<file path="src/rtl/hci_arbiter_predictor_pkg.sv">
// Shared types and the wrapped HWPE bank-mask helper for the HCI arbiter priority predictor.
package verification_hci_package;

   localparam int STALL_W        = 8;
   localparam int MAX_BANKS      = 64;
   localparam int MAX_BANK_IDX_W = 6;

   typedef logic [STALL_W-1:0] stall_cnt_t;

   typedef enum logic {
      ST_NORMAL = 1'b0,
      ST_FLIP   = 1'b1
   } dom_state_e;

   // Banks base..base+width-1 modulo n_banks; a request at least as wide as the memory covers everything.
   function automatic logic [MAX_BANKS-1:0] hwpe_wrap_mask(input int unsigned base,
                                                          input int unsigned width,
                                                          input int unsigned n_banks);
      logic [MAX_BANKS-1:0] mask;
      mask = '0;
      for (int unsigned i = 0; i < MAX_BANKS; i++) begin
         if (width >= n_banks) begin
            if (i < n_banks) mask[MAX_BANK_IDX_W'(i)] = 1'b1;
         end else if (i < width) begin
            mask[MAX_BANK_IDX_W'((base + i) % n_banks)] = 1'b1;
         end
      end
      return mask;
   endfunction

endpackage

</file>
<file path="src/rtl/hci_arb_prio_domain.sv">
// One priority domain: consecutive-stall counter driving the NORMAL/FLIP state machine.
// The raw state bit is exported (1 = FLIP) so the top and any bound checker can observe it.
module hci_arb_prio_domain
   import verification_hci_package::*;
#(
   parameter int STALL_W = 8
) (
   input  logic               clk,
   input  logic               rst,
   input  logic               clear,
   input  logic               stall,
   input  logic [STALL_W-1:0] max_stall,
   output logic               state
);

   dom_state_e         state_q, state_d;
   logic [STALL_W-1:0] cnt_q, cnt_d;

   always_ff @(posedge clk) begin
      if (rst) begin
         state_q <= ST_NORMAL;
         cnt_q   <= '0;
      end else begin
         state_q <= state_d;
         cnt_q   <= cnt_d;
      end
   end

   always_comb begin
      state_d = state_q;
      cnt_d   = cnt_q;
      if (clear) begin
         state_d = ST_NORMAL;
         cnt_d   = '0;
      end else begin
         case (state_q)
            ST_NORMAL: begin
               if (stall) begin
                  // The stall that finds the counter at the limit is the one that triggers the flip.
                  if (cnt_q == max_stall) begin
                     state_d = ST_FLIP;
                     cnt_d   = '0;
                  end else begin
                     cnt_d = cnt_q + STALL_W'(1);
                  end
               end else begin
                  cnt_d = '0;
               end
            end
            ST_FLIP: begin
               state_d = ST_NORMAL;
               cnt_d   = '0;
            end
         endcase
      end
   end

   assign state = (state_q == ST_FLIP);

endmodule

</file>
<file path="src/rtl/hci_arbiter_predictor.sv">
// Predicts the HCI log/HWPE bank arbitration outcome and flags contradicting grants.
// Define HCI_ARB_PRED_CHECK_EN to build pending tracking, violation and protocol checking.
module hci_arbiter_predictor
   import verification_hci_package::*;
#(
   parameter int N_LOG          = 8,
   parameter int N_HWPE         = 1,
   parameter int N_BANKS        = 16,
   parameter int HWPE_WIDTH     = 4,
   parameter int BIT_BANK_INDEX = $clog2(N_BANKS),
   parameter int STALL_W        = 8,
   parameter int ARBITER_MODE   = 0
) (
   input  logic                             clk,
   input  logic                             rst,
   input  logic                             invert_prio_i,
   input  logic [STALL_W-1:0]               low_prio_max_stall_i,
   input  logic [N_LOG-1:0]                 log_req_i,
   input  logic [N_LOG*BIT_BANK_INDEX-1:0]  log_bank_i,
   input  logic [N_LOG-1:0]                 log_gnt_i,
   input  logic [N_HWPE-1:0]                hwpe_req_i,
   input  logic [N_HWPE*BIT_BANK_INDEX-1:0] hwpe_bank_i,
   input  logic [N_HWPE-1:0]                hwpe_gnt_i,
   output logic [N_BANKS-1:0]               conflict_o,
   output logic [N_BANKS-1:0]               hide_log_o,
   output logic [N_BANKS-1:0]               hide_hwpe_o,
   output logic [N_BANKS-1:0]               prio_hwpe_o,
   output logic                             violation_o,
   output logic                             proto_err_o,
   output logic [15:0]                      violation_cnt_o
);

   logic [N_BANKS-1:0]             log_mask, hwpe_mask, conflict, prio_hwpe;
   logic [N_HWPE-1:0][N_BANKS-1:0] hwpe_master_mask;
   logic                           inv_q, inv_change;

   always_comb begin
      log_mask = '0;
      for (int m = 0; m < N_LOG; m++) begin
         if (log_req_i[m]) log_mask[log_bank_i[m*BIT_BANK_INDEX +: BIT_BANK_INDEX]] = 1'b1;
      end
   end

   always_comb begin
      hwpe_mask        = '0;
      hwpe_master_mask = '0;
      for (int h = 0; h < N_HWPE; h++) begin
         if (hwpe_req_i[h]) begin
            hwpe_master_mask[h] = N_BANKS'(hwpe_wrap_mask(32'(hwpe_bank_i[h*BIT_BANK_INDEX +: BIT_BANK_INDEX]),
                                                          HWPE_WIDTH, N_BANKS));
         end
         hwpe_mask = hwpe_mask | hwpe_master_mask[h];
      end
   end

   assign conflict = log_mask & hwpe_mask;

   // A change of the static priority restarts every domain on the following edge.
   always_ff @(posedge clk) inv_q <= invert_prio_i;
   assign inv_change = invert_prio_i ^ inv_q;

   generate
      if (ARBITER_MODE == 2) begin : g_per_bank
         for (genvar b = 0; b < N_BANKS; b++) begin : g_dom
            logic flip;
            hci_arb_prio_domain #(.STALL_W(STALL_W)) u_dom (
               .clk       (clk),
               .rst       (rst),
               .clear     (inv_change),
               .stall     (conflict[b]),
               .max_stall (low_prio_max_stall_i),
               .state     (flip)
            );
            assign prio_hwpe[b] = invert_prio_i ^ flip;
         end
      end else begin : g_global
         logic flip, stall;
         assign stall = (ARBITER_MODE == 0) ? ((|log_mask) && (|hwpe_mask)) : (|conflict);
         hci_arb_prio_domain #(.STALL_W(STALL_W)) u_dom (
            .clk       (clk),
            .rst       (rst),
            .clear     (inv_change),
            .stall     (stall),
            .max_stall (low_prio_max_stall_i),
            .state     (flip)
         );
         assign prio_hwpe = {N_BANKS{invert_prio_i ^ flip}};
      end
   endgenerate

   assign conflict_o  = conflict;
   assign prio_hwpe_o = prio_hwpe;
   assign hide_log_o  = conflict & prio_hwpe;
   assign hide_hwpe_o = conflict & ~prio_hwpe;

`ifdef HCI_ARB_PRED_CHECK_EN
   logic [N_LOG-1:0]                      log_pend_q;
   logic [N_LOG-1:0][BIT_BANK_INDEX-1:0]  log_pend_bank_q;
   logic [N_HWPE-1:0]                     hwpe_pend_q;
   logic [N_HWPE-1:0][BIT_BANK_INDEX-1:0] hwpe_pend_bank_q;
   logic                                  viol, perr;
   logic [15:0]                           viol_cnt_q;

   always_comb begin
      viol = 1'b0;
      perr = 1'b0;
      for (int m = 0; m < N_LOG; m++) begin
         if (log_gnt_i[m] && hide_log_o[log_bank_i[m*BIT_BANK_INDEX +: BIT_BANK_INDEX]]) viol = 1'b1;
         if (log_pend_q[m] && log_req_i[m] &&
             (log_bank_i[m*BIT_BANK_INDEX +: BIT_BANK_INDEX] != log_pend_bank_q[m])) perr = 1'b1;
      end
      for (int h = 0; h < N_HWPE; h++) begin
         if (hwpe_gnt_i[h] && (|(hide_hwpe_o & hwpe_master_mask[h]))) viol = 1'b1;
         if (hwpe_pend_q[h] && hwpe_req_i[h] &&
             (hwpe_bank_i[h*BIT_BANK_INDEX +: BIT_BANK_INDEX] != hwpe_pend_bank_q[h])) perr = 1'b1;
      end
   end

   always_ff @(posedge clk) begin
      if (rst) begin
         log_pend_q       <= '0;
         log_pend_bank_q  <= '0;
         hwpe_pend_q      <= '0;
         hwpe_pend_bank_q <= '0;
         viol_cnt_q       <= '0;
      end else begin
         for (int m = 0; m < N_LOG; m++) begin
            if (log_pend_q[m]) begin
               if (log_gnt_i[m]) log_pend_q[m] <= 1'b0;
            end else if (log_req_i[m] && !log_gnt_i[m]) begin
               log_pend_q[m]      <= 1'b1;
               log_pend_bank_q[m] <= log_bank_i[m*BIT_BANK_INDEX +: BIT_BANK_INDEX];
            end
         end
         for (int h = 0; h < N_HWPE; h++) begin
            if (hwpe_pend_q[h]) begin
               if (hwpe_gnt_i[h]) hwpe_pend_q[h] <= 1'b0;
            end else if (hwpe_req_i[h] && !hwpe_gnt_i[h]) begin
               hwpe_pend_q[h]      <= 1'b1;
               hwpe_pend_bank_q[h] <= hwpe_bank_i[h*BIT_BANK_INDEX +: BIT_BANK_INDEX];
            end
         end
         if (viol && (viol_cnt_q != 16'hFFFF)) viol_cnt_q <= viol_cnt_q + 16'd1;
      end
   end

   assign violation_o     = viol;
   assign proto_err_o     = perr;
   assign violation_cnt_o = viol_cnt_q;
`else
   logic unused_check_inputs;
   assign unused_check_inputs = ^{log_gnt_i, hwpe_gnt_i, hwpe_master_mask};
   assign violation_o     = 1'b0;
   assign proto_err_o     = 1'b0;
   assign violation_cnt_o = '0;
`endif

endmodule

</file>
<file path="config.mk">
export PLATFORM = sky130hd
export DESIGN_NAME = hci_arbiter_predictor
export DESIGN_NICKNAME = d
export VERILOG_FILES = /design/src/rtl/hci_arbiter_predictor_pkg.sv /design/src/rtl/hci_arb_prio_domain.sv /design/src/rtl/hci_arbiter_predictor.sv
export SDC_FILE = /design/constraint.sdc
export NUM_CORES = 1
export LEC_CHECK = 0
export CELL_PAD_IN_SITES_DETAIL_PLACEMENT = 1
export CELL_PAD_IN_SITES_GLOBAL_PLACEMENT = 1
export CORE_ASPECT_RATIO = 0.75
export CORE_MARGIN = 5
export CORE_UTILIZATION = 26
export DETAILED_ROUTE_END_ITERATION = 10
export PLACE_DENSITY = 0.82
export SLEW_MARGIN = 15
export SYNTH_ARGS = -nofsm -noshare
export SYNTH_HDL_FRONTEND = slang
export SYNTH_SLANG_ARGS = --single-unit
</file>
<file path="constraint.sdc">
create_clock -name clk -period 2.5 [get_ports clk]
set_clock_uncertainty 0.2 [all_clocks]
set_input_delay 0.25 -clock clk [delete_from_list [all_inputs] [get_ports clk]]
set_output_delay 0.25 -clock clk [all_outputs]
set_load 0.02 [all_outputs]
</file>
# ---- After elaboration in Yosys (flattened, before gate mapping)
# Cells that the tools add are included.
dict set report op_classes {
  n_lt_le_gt_ge 24
  eq_ne 1
  bitwise_logic 17
  add_sub_neg 4
  reduce_logical 16
  n_mux 42
}
# cell n
set op_table {}
lappend op_table {{$mux 16} 12}
lappend op_table {{$or 16x16->16} 10}
lappend op_table {{$and 16x16->16} 3}
lappend op_table {{$demux 1 s4} 12}
lappend op_table {{$ge 4x1->1 const B} 12}
lappend op_table {{$lt 4x5->1 const B} 8}
lappend op_table {{$reduce_or 16->1} 2}
lappend op_table {{$lt 4x7->1 const B} 4}
lappend op_table {{$mux 8} 2}
lappend op_table {{$not 16->16} 1}
lappend op_table {{$pmux 8 s2} 1}
lappend op_table {{$mux 1} 14}
lappend op_table {{$logic_and 1x1->1} 13}
lappend op_table {{$add 4x2->4 const B} 2}
lappend op_table {{$add 8x1->8 const B} 1}
lappend op_table {{$eq 8x8->1} 1}
lappend op_table {{$add 4x1->4 const B} 1}
lappend op_table {{$pmux 1 s2} 1}
lappend op_table {{$reduce_or 2->1} 1}
lappend op_table {{$xor 1x1->1} 2}
lappend op_table {{$not 1->1} 1}
dict set report totals {
  out_inout_bits 82
  in_bits 65
  wordCells 107
  regBits 10
}

# ---- Logic depth before layout (Yosys ltp)
# Gate-level depths: netlist of the first run.
dict set report logic_depth {
  word_depth 23
  ltp_mapped 10
  depth_no_buf 9
}

# ---- Cells and area by module
# A second synthesis of the first run with hierarchy kept.
dict set report unflattened {
  hier_cells 409
  area_unflattened_um2 2605.0
}
# module n_inst cells_each area_per_inst_um2 seq_area_each_um2
set modules_own_cells {}
lappend modules_own_cells {hci_arbiter_predictor 1 361 2095.8 20.0}
lappend modules_own_cells {hci_arb_prio_domain 1 48 509.2 180.2}

# ---- Least setup slack after synthesis of the first run
# Ideal clock, no wire load.
dict set report synth_path {
  path_kind {input to output}
  startpoint {in hwpe_bank_i[1]}
  endpoint {out hide_hwpe_o[6]}
  slack_ns 0.148
  required_time_ns 2.050
  n_path_buf 1
  cell_stages 9
  arrival_ns 1.902
  cell_sequence {clkbuf_1 -> inv_1 -> ha_1 -> a21oi_1 -> xor2_1 -> nand2_1 -> o21ai_0 -> nand3_1 -> nor2_1}
}
dict set report synth_between {
  elab_chain_len 13
  elab_cells_between_ends 32
  classes_between {3 x add/sub; 8 x order compare; 12 x mux; 5 x bitwise; 4 x reduce/logical}
}
# item line_no
set synth_rtl {}
lappend synth_rtl {{from (decl)} hci_arbiter_predictor.sv:22} ;# input logic [N_HWPE*BIT_BANK_INDEX-1:0] hwpe_bank_i,
lappend synth_rtl {{$add 4x1->4 (tied with other cells)} hci_arbiter_predictor_pkg.sv:25} ;# mask[MAX_BANK_IDX_W'((base + i) % n_banks)] = 1'b1;
lappend synth_rtl {{$lt 4x7->1 (implied by the code) (tied with other cells)} hci_arbiter_predictor_pkg.sv:25}
lappend synth_rtl {{$logic_and 1x1->1 (implied by the code) / $mux 1 (equally long branches)} hci_arbiter_predictor_pkg.sv:25}
lappend synth_rtl {{$mux 1 (implied by the code) / $demux 1 s4 (equally long branches)} hci_arbiter_predictor_pkg.sv:25}
lappend synth_rtl {{$demux 1 s4 / $mux 16 (equally long branches)} {hci_arbiter_predictor_pkg.sv:25, hci_arbiter_predictor.sv:48}}
lappend synth_rtl {{$or 16x16->16 (no source line)} n/a}
lappend synth_rtl {{$mux 16} hci_arbiter_predictor.sv:48} ;# if (hwpe_req_i[h]) begin
lappend synth_rtl {{$or 16x16->16 (no source line)} n/a}
lappend synth_rtl {{$mux 16} hci_arbiter_predictor.sv:48}
lappend synth_rtl {{$or 16x16->16 (no source line) *} n/a}
lappend synth_rtl {{$mux 16 *} hci_arbiter_predictor.sv:48}
lappend synth_rtl {{$and 16x16->16 *} hci_arbiter_predictor.sv:56} ;# assign conflict = log_mask & hwpe_mask;
lappend synth_rtl {{$and 16x16->16 *} hci_arbiter_predictor.sv:94} ;# assign hide_hwpe_o = conflict & ~prio_hwpe;
lappend synth_rtl {{to (decl)} hci_arbiter_predictor.sv:26} ;# output logic [N_BANKS-1:0] hide_hwpe_o,
# Every way passes the cells marked *; elsewhere a longest branch is shown, timed or not. The select of a mux whose other input is x is not followed.

# ---- Worst setup path in the final report of the first run
dict set report layout_path {
  startpoint {in log_bank_i[10]}
  endpoint {reg g_global.u_dom.cnt_q[3]}
}
dict set report layout_between {
  elab_chain_len 20
  elab_cells_between_ends 21
  classes_between {2 x order compare; 10 x mux; 6 x bitwise; 3 x reduce/logical}
}
# item line_no
set layout_rtl {}
lappend layout_rtl {{from (decl)} hci_arbiter_predictor.sv:19} ;# input logic [N_LOG*BIT_BANK_INDEX-1:0] log_bank_i,
lappend layout_rtl {{$lt 4x5->1 (implied by the code) / $ge 4x1->1 (equally long branches)} hci_arbiter_predictor.sv:40} ;# if (log_req_i[m]) log_mask[log_bank_i[m*BIT_BANK_INDEX +: BIT_BANK_INDEX]] = 1'b1;
lappend layout_rtl {{$logic_and 1x1->1 (implied by the code)} hci_arbiter_predictor.sv:40}
lappend layout_rtl {{$mux 1 (implied by the code)} hci_arbiter_predictor.sv:40}
lappend layout_rtl {{$demux 1 s4 *} hci_arbiter_predictor.sv:40}
lappend layout_rtl {{$or 16x16->16 (no source line) *} n/a}
lappend layout_rtl {{$mux 16 *} hci_arbiter_predictor.sv:40}
lappend layout_rtl {{$or 16x16->16 (no source line)} n/a}
lappend layout_rtl {{$mux 16 *} hci_arbiter_predictor.sv:40}
lappend layout_rtl {{[4 not listed]} n/a}
lappend layout_rtl {{$or 16x16->16 (no source line)} n/a}
lappend layout_rtl {{$mux 16 *} hci_arbiter_predictor.sv:40}
lappend layout_rtl {{$or 16x16->16 (no source line)} n/a}
lappend layout_rtl {{$mux 16 *} hci_arbiter_predictor.sv:40}
lappend layout_rtl {{$reduce_or 16->1 *} hci_arbiter_predictor.sv:78} ;# assign stall = (ARBITER_MODE == 0) ? ((|log_mask) && (|hwpe_mask)) : (|conflict);
lappend layout_rtl {{$logic_and 1x1->1 *} hci_arbiter_predictor.sv:78}
lappend layout_rtl {{$mux 8 *} hci_arb_prio_domain.sv:38} ;# if (stall) begin
lappend layout_rtl {{$pmux 8 s2 *} hci_arb_prio_domain.sv:36} ;# case (state_q)
lappend layout_rtl {{to (signal assigned)} hci_arb_prio_domain.sv:25} ;# cnt_q <= cnt_d;
lappend layout_rtl {{to (decl)} hci_arb_prio_domain.sv:17} ;# logic [STALL_W-1:0] cnt_q, cnt_d;
# Every way passes the cells marked *; elsewhere a longest branch is shown, timed or not.
# A chain may end at the register's enable or synchronous reset.

==> results, run 1 <==
- The run finished with clean final reports.
- In the final routed layout, each cell accounts on average for between 20 and 25 µm.
- The maximum operating frequency is 402.0 MHz.
- Of all nets on the critical path, the largest fanout is 5.
- The max-slew headroom at the worst pin is approximately two thirds.
- The clock insertion delay at the later pin of the skew report is 0.24 ns.
- TritonCTS built the clock tree.
- The first-iteration detailed-routing DRC count is 322.
- The deepest level of the CTS H-tree is 1.
- The setup violation total in the final timing report is 0.
- The first-pass GRT wire length is between 20 and 25 mm.
- Yosys mapped a number of flops with a built-in enable equal to 0.
- Dividing the final minimum period by the clock period gives approximately 100%.
- The height of the die is 96.33 µm.
- The synthesized design spends more area on one cell type than any other, namely sky130_fd_sc_hd__o22ai_1.
- The startpoint kind of the worst setup timing path is an input port.
- about 150 I/O pins were placed.
- The post-synthesis instance area is between 2000 and 3000 µm².
- Yosys printed 0 warnings.
- The via count normalized by instance count is roughly 5.4.
- Entering global routing, the biggest net connects 19 pins.
- Max-cap violations in this run came to 0.
- The detailed placement HPWL is ~13 mm.
- The total global routing track utilization is between 20% and 30%.
- The number of hold-slack violations in the final timing report was 0.
- The effective utilization at floorplan is 26.65%.
- In the final timing run, aggregate negative setup slack is 0 ns.
- The critical path's slowest cell is sky130_fd_sc_hd__or4_4.
- The number of max-slew violations in the final report came to 0.
- The routed design could run at a clock period as short as 2.488 ns.
- The slew at the pin closest to its max-slew limit is 0.5121 ns.
- The repair_antennas step left the layout with diodes totalling 0.
- Counting along the longest clock path gives a buffer depth of 2.
- The total number of clock tree sinks is 10.
- The area enclosed by the die boundary is 12050 µm².
- The floorplan step defined a core boundary enclosing 9697 µm².
- Counting flops with an async set or reset pin after synthesis yields a share of 0%.
- The filler cells instantiated in the layout total around 1200.
- Of the cells placed in the final design, the portion with a size suffix greater than 1 is a little over two fifths.
- The ratio of total power to cell area is between 200 and 300 nW/µm².
- The first detailed-routing pass ran for 4 iterations.
- The count of buffers from port buffering is 119.
- The start-to-end type of the worst setup path is input port to register.
- The count of nets left with antenna violations after detail routing is 0.
- The count of vias placed by the detailed router is roughly 4200.
- After clock tree synthesis, the clock-pin slew on the worst setup and hold paths is around 0.040 ns.
- The critical path goes through clkdlybuf4s15_1 -> nand3b_1 -> buf_4 -> o22ai_1 -> or4_4 -> or2_1 -> nor4_2 -> and3_4 -> buf_12 -> nor4_1.
- The design draws roughly 1.3 mW.
- The arrival time of the worst setup path is between 2 and 2.5 ns.
- The via count of the first global-routing pass is 4293.
- The sort of element at the end of the critical path is a register.
- The post-synthesis average cell area is between 6 and 7 µm².
- The residual overflow from global routing is 0.
- The TritonCTS buffer count is 3.
- The most used flip-flop cell after synthesis is sky130_fd_sc_hd__dfxtp_1.
- For this run, design rule violations remaining after detail routing come to 0.
- The largest stage delay on the critical path is 0.50 ns.
- Sorting the synthesized cells by area gives the leading types as sky130_fd_sc_hd__o22ai_1 (14%), sky130_fd_sc_hd__buf_4 (9.9%), sky130_fd_sc_hd__dfxtp_1 (7.7%).
- The count of distinct cell types in the synthesized netlist is 45.
- The root buffer cell chosen for the clock tree is sky130_fd_sc_hd__clkbuf_16.
- The cell leakage power is between 2 and 2.5 nW.
- The final layout contains routed wiring with a total length of 15.82 mm.
- The number of antenna violations at the first check in global routing is 0.
- At the end of routability-driven placement, the weighted congestion stood at approximately 0.98.
- Synthesis inferred 10 register bits.
- The count of mapped cells out of synthesis is 405.
- The worst-case vdd ir drop is ~0.17 mV.
- Of the post-synthesis cell area, the dominant cell type holds a little over an eighth.
- The type of the tightest min-delay check is register to register.
- The initialized floorplan defines 31 standard-cell rows.
- The die extent in x is 125.1 µm.
- The required time of the critical path is 2.40 ns.
- After synthesis, flip-flops and latches occupy under 10% of the total area.
- The total number of nets in the final design is between 700 and 800.
- The synthesis-to-finish area growth is 96.90%.
-- cell usage in the layout (no fill, tap or decap), drive strengths merged, types with 18 or more instances in the layout --
cell / instances
clkdlybuf4s15: 24
clkdlybuf4s50: 27
conb: 18
dlygate4sd2: 27
o22ai: 56
buf: 168
nand2: 34
nand3: 27
nor2: 58
-- stage by stage --
stage                     util, %  area (µm²)  hold WS [ns]  std cells  setup WS, ns
after floorplan                 -        2648       0.07772        422        0.1483
after global placement      47.68        4623        0.3409        746       -0.6135
after detailed placement    47.68        4623        0.3666        746       -0.7768
after CTS                   52.01        5044        0.3805        767      0.002739
after global routing        52.46        5087        0.4247        770      -0.01637
final                       52.46        5087        0.3924        770       0.01214
-- final timing paths --
| path | startpoint | to | slack, ns | cells after the start |
|---|---|---|---|---|
| setup / recovery | log_bank_i[10] | g_global.u_dom.cnt_q[3]$_SDFF_PP0_ | 0.01 | 10 |
| hold / removal | g_global.u_dom.cnt_q[0]$_SDFF_PP0_ | g_global.u_dom.cnt_q[0]$_SDFF_PP0_ | 0.39 | 1 |
| setup reg to reg | g_global.u_dom.cnt_q[0]$_SDFF_PP0_ | g_global.u_dom.cnt_q[7]$_SDFF_PP0_ | 0.64 | 5 |
| hold reg to reg | g_global.u_dom.cnt_q[0]$_SDFF_PP0_ | g_global.u_dom.cnt_q[0]$_SDFF_PP0_ | 0.39 | 1 |
-- where the power goes --
part	switching, mW	leakage, nW	total [mW]	internal (mW)
Combinational	0.436	2.15	0.825	0.390
Sequential	0.00262	0.0811	0.165	0.162
Clock	0.0814	0.0442	0.322	0.241
-- synth_stat cells, types with 5 or more instances --
master / number
sky130_fd_sc_hd__o22ai_1: 56
sky130_fd_sc_hd__nor2b_1: 5
sky130_fd_sc_hd__nand2_1: 34
sky130_fd_sc_hd__nand3b_1: 17
sky130_fd_sc_hd__nand2b_1: 17
sky130_fd_sc_hd__nor2_2: 5
sky130_fd_sc_hd__dfxtp_1: 10
sky130_fd_sc_hd__xor2_1: 7
sky130_fd_sc_hd__nand3_1: 26
sky130_fd_sc_hd__clkbuf_1: 9
sky130_fd_sc_hd__and3_1: 5
sky130_fd_sc_hd__nor4_1: 9
sky130_fd_sc_hd__nor2_1: 53
sky130_fd_sc_hd__o21ai_0: 14
sky130_fd_sc_hd__inv_1: 16
sky130_fd_sc_hd__buf_4: 34
sky130_fd_sc_hd__or3b_1: 5
sky130_fd_sc_hd__nor3_1: 11
sky130_fd_sc_hd__o32ai_1: 8
sky130_fd_sc_hd__xnor2_1: 13
-- layout make-up --
cell class	instances	area, µm²	area share (%)
timing repair buffer	257	2132	41.91
clock buffer	4	88.84	1.746
tap	132	165.2	3.246
inverter	17	65.06	1.279
sequential	10	200.2	3.935
multi-input combinational	350	2436	47.88
-- flip-flops by register name (all words and copies together), names as in the netlist --
register / flops
g_global.u_dom.cnt_q: 8
g_global.u_dom.state: 1
inv_q: 1
-- repair_timing --
| action | CTS | global route |
|---|---|---|
| hold buffers | 0 | 0 |
| pin swaps | 31 | 12 |
| setup endpoints to repair | 73 | 51 |
| setup buffers | 17 | 3 |
| resized for setup | 302 | 39 |
| gates cloned | 1 | 1 |
-- cell families after synthesis --
logic type,share of synthesized area [%]
other,0.1451
DFF,7.748
xor gates and xnor gates,6.780
and+or+nand+nor,45.23
AOI/OAI and AO/OA,24.41
buffers and inverters,14.24
adders and majority gates,1.453
-- worst max-delay path, delay by kind of cell --
family / cells / cell delay (ns)
AOI/OAI and AO/OA: 1 / 0.07
buffers and inverters: 3 / 0.50
and+or+nand+nor: 6 / 1.56
-- layer usage --
metal / share of wire [%] / GRT usage (%)
met2: 47 / 41.86
met4: 1.2 / 4.422
met3: 8.3 / 3.771
met1: 44 / 33.75
met5: 0 / 0
Note: power is estimated with default switching activity, not from simulation.
==> run 2, diff against run 1 <==
==> constraint.sdc (replaced) <==
create_clock -name clk -period 2.4 [get_ports clk]
set_clock_uncertainty 0.2 [all_clocks]
set_input_delay 0.24 -clock clk [delete_from_list [all_inputs] [get_ports clk]]
set_output_delay 0.24 -clock clk [all_outputs]
set_load 0.02 [all_outputs]
==> run 2 against run 1 <==
Compared with the run above: sequential share of layout area barely moved; critical path depth fell by 4; critical path type is now input port to output port; non-clock buffer count is 2 lower; register-to-register slack better by 0.10 ns; largest cell class unchanged.
==> results, run 2 (same netlist as run 1, synthesis figures left out) <==
- The DRC violation count after routing is 0 (unchanged).
- The area enclosed by the die boundary is 12050 µm² (unchanged).
- The row count came to 31 (unchanged).
- The setup violation total in the final timing report is 0 (unchanged).
- The type of the tightest min-delay check is register to register.
- The area of the multi-input gates was 2603 µm² (+6.8%).
- The via count of the first global-routing pass is 4365 (+1.7%).
- The start-to-end type of the worst setup path is input port to output port.
- The depth of the worst register-to-register path was 5 (unchanged).
- The design internal power came to 0.8198 mW (+3.4%).
- The reg2reg setup slack is 0.74 ns (+0.10 ns).
- The proportion of power drawn by flip-flops and latches came to 12.4% (-0.2 points).
- The total number of clock tree sinks was 10 (unchanged).
- The required time of the critical path is 1.96 ns (-0.44 ns).
- STA classifies the critical path startpoint as an input port.
- The sum of routed wire length over all layers is 16.12 mm (+1.9%).
- The count of vias placed by the detailed router came to 4129 (-0.91%).
- The largest net degree at the start of global routing was 17 (-2).
- The arrival time of the worst setup path is 1.93 ns (-0.46 ns).
- The part of the total power dissipated in combinational logic is 62.9% (about the same).
- The count of fill cells added during filler insertion was 1259 (+1.2%).
- The total number of nets in the final design was 705 (-0.28%).
- The clock group share of total power was 24.7% (about the same).
- Leaving out fill and tap cells, the most frequent cells in the layout are sky130_fd_sc_hd__buf_4 (123), sky130_fd_sc_hd__nor2_1 (49), sky130_fd_sc_hd__o22ai_1 (46).
- The number of max-slew violations in the final report is 0 (unchanged).
- The flow ran to the end, and the final reports show no timing, DRC or antenna violations.
- The post-layout utilization of the core is 53.05% (+0.58 points).
- The clock insertion delay at the later pin of the skew report is 0.24 ns (about the same).
- The flip-flop count of the largest register, all copies and words added is 8 (unchanged).
- The worst-case vdd ir drop is 0.1744 mV (+1.9%).
- For this run, the top clock speed supported by timing is roughly 420 MHz.
- The fraction of layout instances using a drive strength above 1 is 49.37% (+5.8 points).
- The deepest level of the CTS H-tree is 1 (unchanged).
- The cell leakage power was 2.273 nW (-0.11%).
- The TritonCTS buffer count is 3 (unchanged).
- The core area came to 9697 µm² (unchanged).
- The register bank with the most flops is g_global.u_dom.cnt_q.
- The residual overflow from global routing is 0 (unchanged).
- The fraction of power spent switching nets was 40.94% (+1.3 points).
- The worst hold slack came to 0.4134 ns (+0.02095 ns).
- The first-iteration detailed-routing DRC count is 358 (+11%).
- The max-cap violation count is 0 (unchanged).
- The count of inserted antenna diode cells is 0 (unchanged).
- The top-level I/O count was 147 (unchanged).
- The clock transition at the register clock pins on the worst setup and hold paths after CTS is 0.04 ns (about the same).
- The tree is rooted in a sky130_fd_sc_hd__clkbuf_16.
- The routed length per instance is 20.99 µm (+2.2%).
- The maximum clock insertion buffer count is 2 (unchanged).
- The total negative slack for setup checks is 0 ns (unchanged).
- Leaving out fill and tap cells, the most frequent cell in the layout is sky130_fd_sc_hd__buf_4.
- The largest fanout of any net on the critical path is 16 (+11).
- The count of nets left with antenna violations after detail routing came to 0 (unchanged).
- The final critical path takes up between 90 and 100% of the cycle.
- The sort of element at the end of the critical path is an output port.
- The effective utilization at floorplan is 26.65% (unchanged).
- The via count normalized by instance count is 5.376 (-0.65%).
- The first-pass GRT wire length is 24.74 mm (+3.8%).
- The number of antenna violations at the first check in global routing is 1 (+1).
- The detailed placement HPWL came to 12.68 mm (about the same).
- The ratio of total power to cell area is 269.8 nW/µm² (+4.6%).
- TritonCTS built the clock tree.
- The number of hold-slack violations in the final timing report is 0 (unchanged).
- The height of the die is 96.33 µm (unchanged).
- The reported net switching power was 0.5682 mW (+9.3%).
- The number of search-and-repair iterations in the first detailed-routing pass is 5 (+1).
- The total global routing track utilization is 25.61% (+0.92 points).
- The hold-critical path depth was 1 (unchanged).
- The register area came to 200.2 µm² (unchanged).
- The routability congestion estimate is 1.017 (+4.0%).
- Relative to the synthesized area, the layout overhead comes to 99.08%.
- The die extent in x is 125.1 µm (unchanged).
- The total power is 1.388 mW (+5.7%).
- The worst path in the final design needs a cycle of about 2.4 ns, including I/O delays and setup.
- The count of buffers from port buffering is 119 (unchanged).
[run 2: cell types whose count changed in the layout (fill, tap and decap cells not counted), sizes merged]
cell           delta
dlymetal6s2s      -3
clkdlybuf4s50    -16
clkbuf           +22
clkdlybuf4s15     +1
dlygate4sd2       -2
buf               -4
[run 2: worst paths after layout]
path / to / start
min reg2reg: g_global.u_dom.cnt_q[0]$_SDFF_PP0_ / g_global.u_dom.cnt_q[0]$_SDFF_PP0_
max: prio_hwpe_o[0] / invert_prio_i
min: g_global.u_dom.cnt_q[0]$_SDFF_PP0_ / g_global.u_dom.cnt_q[0]$_SDFF_PP0_
max reg2reg: g_global.u_dom.cnt_q[7]$_SDFF_PP0_ / g_global.u_dom.cnt_q[0]$_SDFF_PP0_
[run 2: power groups by stage]
stage                     sequential, mW  combinational, mW  clock [mW]
after global routing               0.172              0.927       0.352
after CTS                          0.171              0.825       0.342
after global placement             0.174              0.742           0
after floorplan                    0.174              0.361           0
after detailed placement           0.174              0.759           0
final                              0.172              0.873       0.343
[run 2: cell type report]
class | instances | area share, %
Sequential cell | 10 | 3.892
Multi-Input combinational cell | 350 | 50.60
Clock buffer | 4 | 1.727
Tap cell | 132 | 3.211
Inverter | 17 | 1.265
Timing Repair Buffer | 255 | 39.31
[run 2: per-stage QoR]
stage	setup WS, ns	instance area (µm²)	std cells
3_3_place_gp	-0.7096	4616	745
4_1_cts	0.0009497	5102	760
6_report	0.03240	5144	768
2_1_floorplan	0.06833	2648	422
3_5_place_dp	-0.8783	4616	745
5_1_grt	-0.03151	5144	768
[run 2: critical path, cell delays in order]
cell and delay [ns]:
sky130_fd_sc_hd__clkdlybuf4s50_1 0.53, sky130_fd_sc_hd__xnor2_2 0.28, sky130_fd_sc_hd__clkinv_2 0.21, sky130_fd_sc_hd__buf_4 0.21, sky130_fd_sc_hd__buf_12 0.13, sky130_fd_sc_hd__dlygate4sd2_1 0.32
[run 2: timing repair]
action | in CTS | in global routing
hold buffers | 0 | 0
setup buffers | 12 | 10
cloned | 2 | 0
resized for setup | 330 | 96
pin swaps | 33 | 31
setup endpoints to repair | 73 | 55
[run 2: per-layer routing]
metal	GRT usage (%)	vias up	wire, µm	share of wire [%]
met2	42.98	181	7485	46
met5	0	-	0	0
met3	5.935	11	1305	8.1
met1	34.80	2025	7231	45
met4	2.798	0	95	0.59
li1	-	1912	-	-
==> run 3, diff against run 2 <==
--- a/config.mk
+++ b/config.mk
@@ -8,7 +8,7 @@
 export CELL_PAD_IN_SITES_DETAIL_PLACEMENT = 1
 export CELL_PAD_IN_SITES_GLOBAL_PLACEMENT = 1
 export CORE_ASPECT_RATIO = 0.75
-export CORE_MARGIN = 5
+export CORE_MARGIN = 8
 export CORE_UTILIZATION = 26
 export DETAILED_ROUTE_END_ITERATION = 10
 export PLACE_DENSITY = 0.82
==> run 3 against run 2 <==
Compared with the run above: final area is 2.0% lower; sequential share of layout area grew 0.079 points; via count increased by 1.6%; sequential power about the same; utilization is 0.85 points lower; maximum frequency down 0.46%; non-clock buffer count decreased by 5; largest power group unchanged.
==> results, run 3 (same netlist as run 1, synthesis figures left out) <==
- The run finished with clean final reports.
- The largest net degree at the start of global routing was 19 (+2).
- The minimum period implied by the final worst setup slack is 2.379 ns (+0.01105 ns).
- The largest fanout of any net on the critical path is 4 (-12).
- The worst setup path is of the input port to output port kind.
- The routed length per instance is 21.78 µm (+3.8%).
- The signal on the critical path passes through dlygate4sd2_1 -> ha_4 -> xor2_2 -> nand2_1 -> o22ai_1 -> nand3_2 -> nor2_1 -> clkdlybuf4s15_2.
- The maximum clock insertion buffer count is 2 (unchanged).
- The depth of the worst register-to-register path is 5 (unchanged).
- The total number of nets in the final design came to 700 (-0.71%).
- The critical path ends at hide_hwpe_o[13].
- STA classifies the critical path endpoint as an output port.
- The routability congestion estimate came to 0.9617 (-5.4%).
- The total buffers and inverters traversed by the critical path was 2 (-3).
- The via count normalized by instance count is 5.505 (+2.4%).
- Among cell families on the critical path, the largest total delay comes from buffers and inverters.
- The number of max-slew violations in the final report is 0 (unchanged).
- The worst-case vdd ir drop was 0.1900 mV (+8.9%).
- The area enclosed by the die boundary came to 13420 µm² (+11%).
- The fraction of layout instances using a drive strength above 1 was 47.46% (-1.9 points).
- The DRC violation count after routing was 0 (unchanged).
- The count of buffers from port buffering was 119 (unchanged).
- The detailed placement HPWL is 12.75 mm (+0.53%).
- STA classifies the critical path startpoint as an input port.
- The sum of routed wire length over all layers is 16.60 mm (+3.0%).
- The via count of the first global-routing pass is 4361 (-0.092%).
- The reg2reg setup slack is 0.75 ns (about the same).
- The height of the die is 102.3 µm (+6.2%).
- The tightest min-delay check is of the register to register type.
- The core area was 9658 µm² (-0.40%).
- The endpoint identified for the worst register-to-register timing path is g_global.u_dom.cnt_q[7]$_SDFF_PP0_.
- The synthesis-to-finish area growth is 95.11%.
- The deepest level of the CTS H-tree is 1 (unchanged).
- The count of fill cells added during filler insertion was 1233 (-2.1%).
- Tracing the worst setup path back leads to its startpoint at hwpe_bank_i[2].
- The row count is 31 (unchanged).
- The maximum operating frequency is 420.4 MHz (-0.46%).
- The number of gates on the worst path with buffers counted came to 8 (+2).
- The flip-flop count of the largest register, all copies and words added came to 8 (unchanged).
- The number of hold-slack violations in the final timing report is 0 (unchanged).
- CTS placed an instance of sky130_fd_sc_hd__clkbuf_16 at the clock tree root.
- The total power is 1.334 mW (-3.9%).
- The TritonCTS buffer count is 3 (unchanged).
- The total negative slack for setup checks came to 0 ns (unchanged).
- The count of nets left with antenna violations after detail routing was 0 (unchanged).
- The clock insertion delay at the later pin of the skew report came to 0.24 ns (about the same).
- The post-layout utilization of the core is 52.20% (-0.85 points).
- The total number of clock tree sinks is 10 (unchanged).
- The clock transition at the register clock pins on the worst setup and hold paths after CTS is 0.04 ns (about the same).
- The most frequent standard cell in the layout excluding fill and tap cells is sky130_fd_sc_hd__buf_4.
- The max-cap violation count is 0 (unchanged).
- The total global routing track utilization is 21.94% (-3.7 points).
- The count of vias placed by the detailed router is 4195 (+1.6%).
- The required time of the critical path is 1.96 ns (about the same).
- The largest stage delay on the critical path is 0.29 ns (-0.24 ns).
- The top-level I/O count is 147 (unchanged).
- Setup repair after global routing could not meet its margin everywhere.
- The number of antenna violations at the first check in global routing is 0 (-1).
- The first-pass GRT wire length is 23.77 mm (-3.9%).
- The library cells used most frequently in the layout, excluding fill and tap cells, are sky130_fd_sc_hd__buf_4 (129), sky130_fd_sc_hd__o22ai_1 (51), sky130_fd_sc_hd__nor2_1 (48).
- The number of search-and-repair iterations in the first detailed-routing pass is 5 (unchanged).
- The residual overflow from global routing came to 0 (unchanged).
- The effective utilization at floorplan is 26.75% (+0.11 points).
- The count of inserted antenna diode cells was 0 (unchanged).
- The critical register-to-register path startpoint is g_global.u_dom.cnt_q[2]$_SDFF_PP0_.
- g_global.u_dom.cnt_q holds more flip-flops than any other register.
- The cell leakage power is 2.328 nW (+2.4%).
- The critical path's slowest cell is sky130_fd_sc_hd__dlygate4sd2_1.
- The first-iteration detailed-routing DRC count is 304 (-15%).
- The setup violation total in the final timing report is 0 (unchanged).
- The TritonCTS clock tree is yes.
- The ratio of total power to cell area is 264.6 nW/µm² (-2.0%).
- The period utilization is 99.11% (+0.46 points).
- The hold buffer count at CTS came to 0 (unchanged).
- The arrival time of the worst setup path came to 1.94 ns (about the same).
- The die extent in x is 131.1 µm (+4.8%).
[run 3: worst min-delay path by stage]
stage / startpoint / to / slack, ns / cells past startpoint
after floorplan: invert_prio_i / inv_q$_DFF_P_ / 0.07 / 0
after global placement: g_global.u_dom.cnt_q[0]$_SDFF_PP0_ / g_global.u_dom.cnt_q[0]$_SDFF_PP0_ / 0.34 / 1
after detailed placement: g_global.u_dom.cnt_q[0]$_SDFF_PP0_ / g_global.u_dom.cnt_q[0]$_SDFF_PP0_ / 0.34 / 1
after CTS: g_global.u_dom.cnt_q[0]$_SDFF_PP0_ / g_global.u_dom.cnt_q[0]$_SDFF_PP0_ / 0.36 / 1
after global routing: g_global.u_dom.cnt_q[0]$_SDFF_PP0_ / g_global.u_dom.cnt_q[0]$_SDFF_PP0_ / 0.41 / 1
final: g_global.u_dom.cnt_q[0]$_SDFF_PP0_ / g_global.u_dom.cnt_q[0]$_SDFF_PP0_ / 0.38 / 1
[run 3: layout make-up]
type | count | area [µm²] | area share, %
timing repair buffer | 250 | 2014 | 39.96
tap | 132 | 165.2 | 3.276
inverter | 17 | 63.81 | 1.266
clock buffer | 3 | 75.07 | 1.489
multi-input combinational | 350 | 2522 | 50.04
sequential | 10 | 200.2 | 3.971
[run 3: metal layers]
metal	vias to the layer above	part of all wire [%]	global-route usage [%]
li1	1901	-	-
met1	2056	43	27.22
met3	16	8.9	5.747
met4	0	0.84	3.737
met5	-	0	0
met2	222	47	38.01
[run 3: repair_timing]
item,4_1_cts,5_1_grt
gates resized for setup,290,136
setup buffers,14,12
pin swaps,22,36
setup endpoints to repair,63,69
gates cloned,2,0
[run 3: per-stage QoR]
stage               std cells  cell area (µm²)  hold slack [ns]  worst slack [ns]
CTS                       753             4815           0.3648          -0.03308
global placement          734             4528           0.3415           -0.7427
finish                    762             5041           0.3767           0.02135
detailed placement        734             4528           0.3428           -0.9219
global route              762             5041           0.4072          -0.07710
floorplan                 422             2648          0.06772           0.06833
[run 3: power by group]
| part | switching, mW | internal, mW |
|---|---|---|
| logic | 0.472 | 0.394 |
| clock network | 0.0795 | 0.216 |
| registers | 0.00264 | 0.169 |
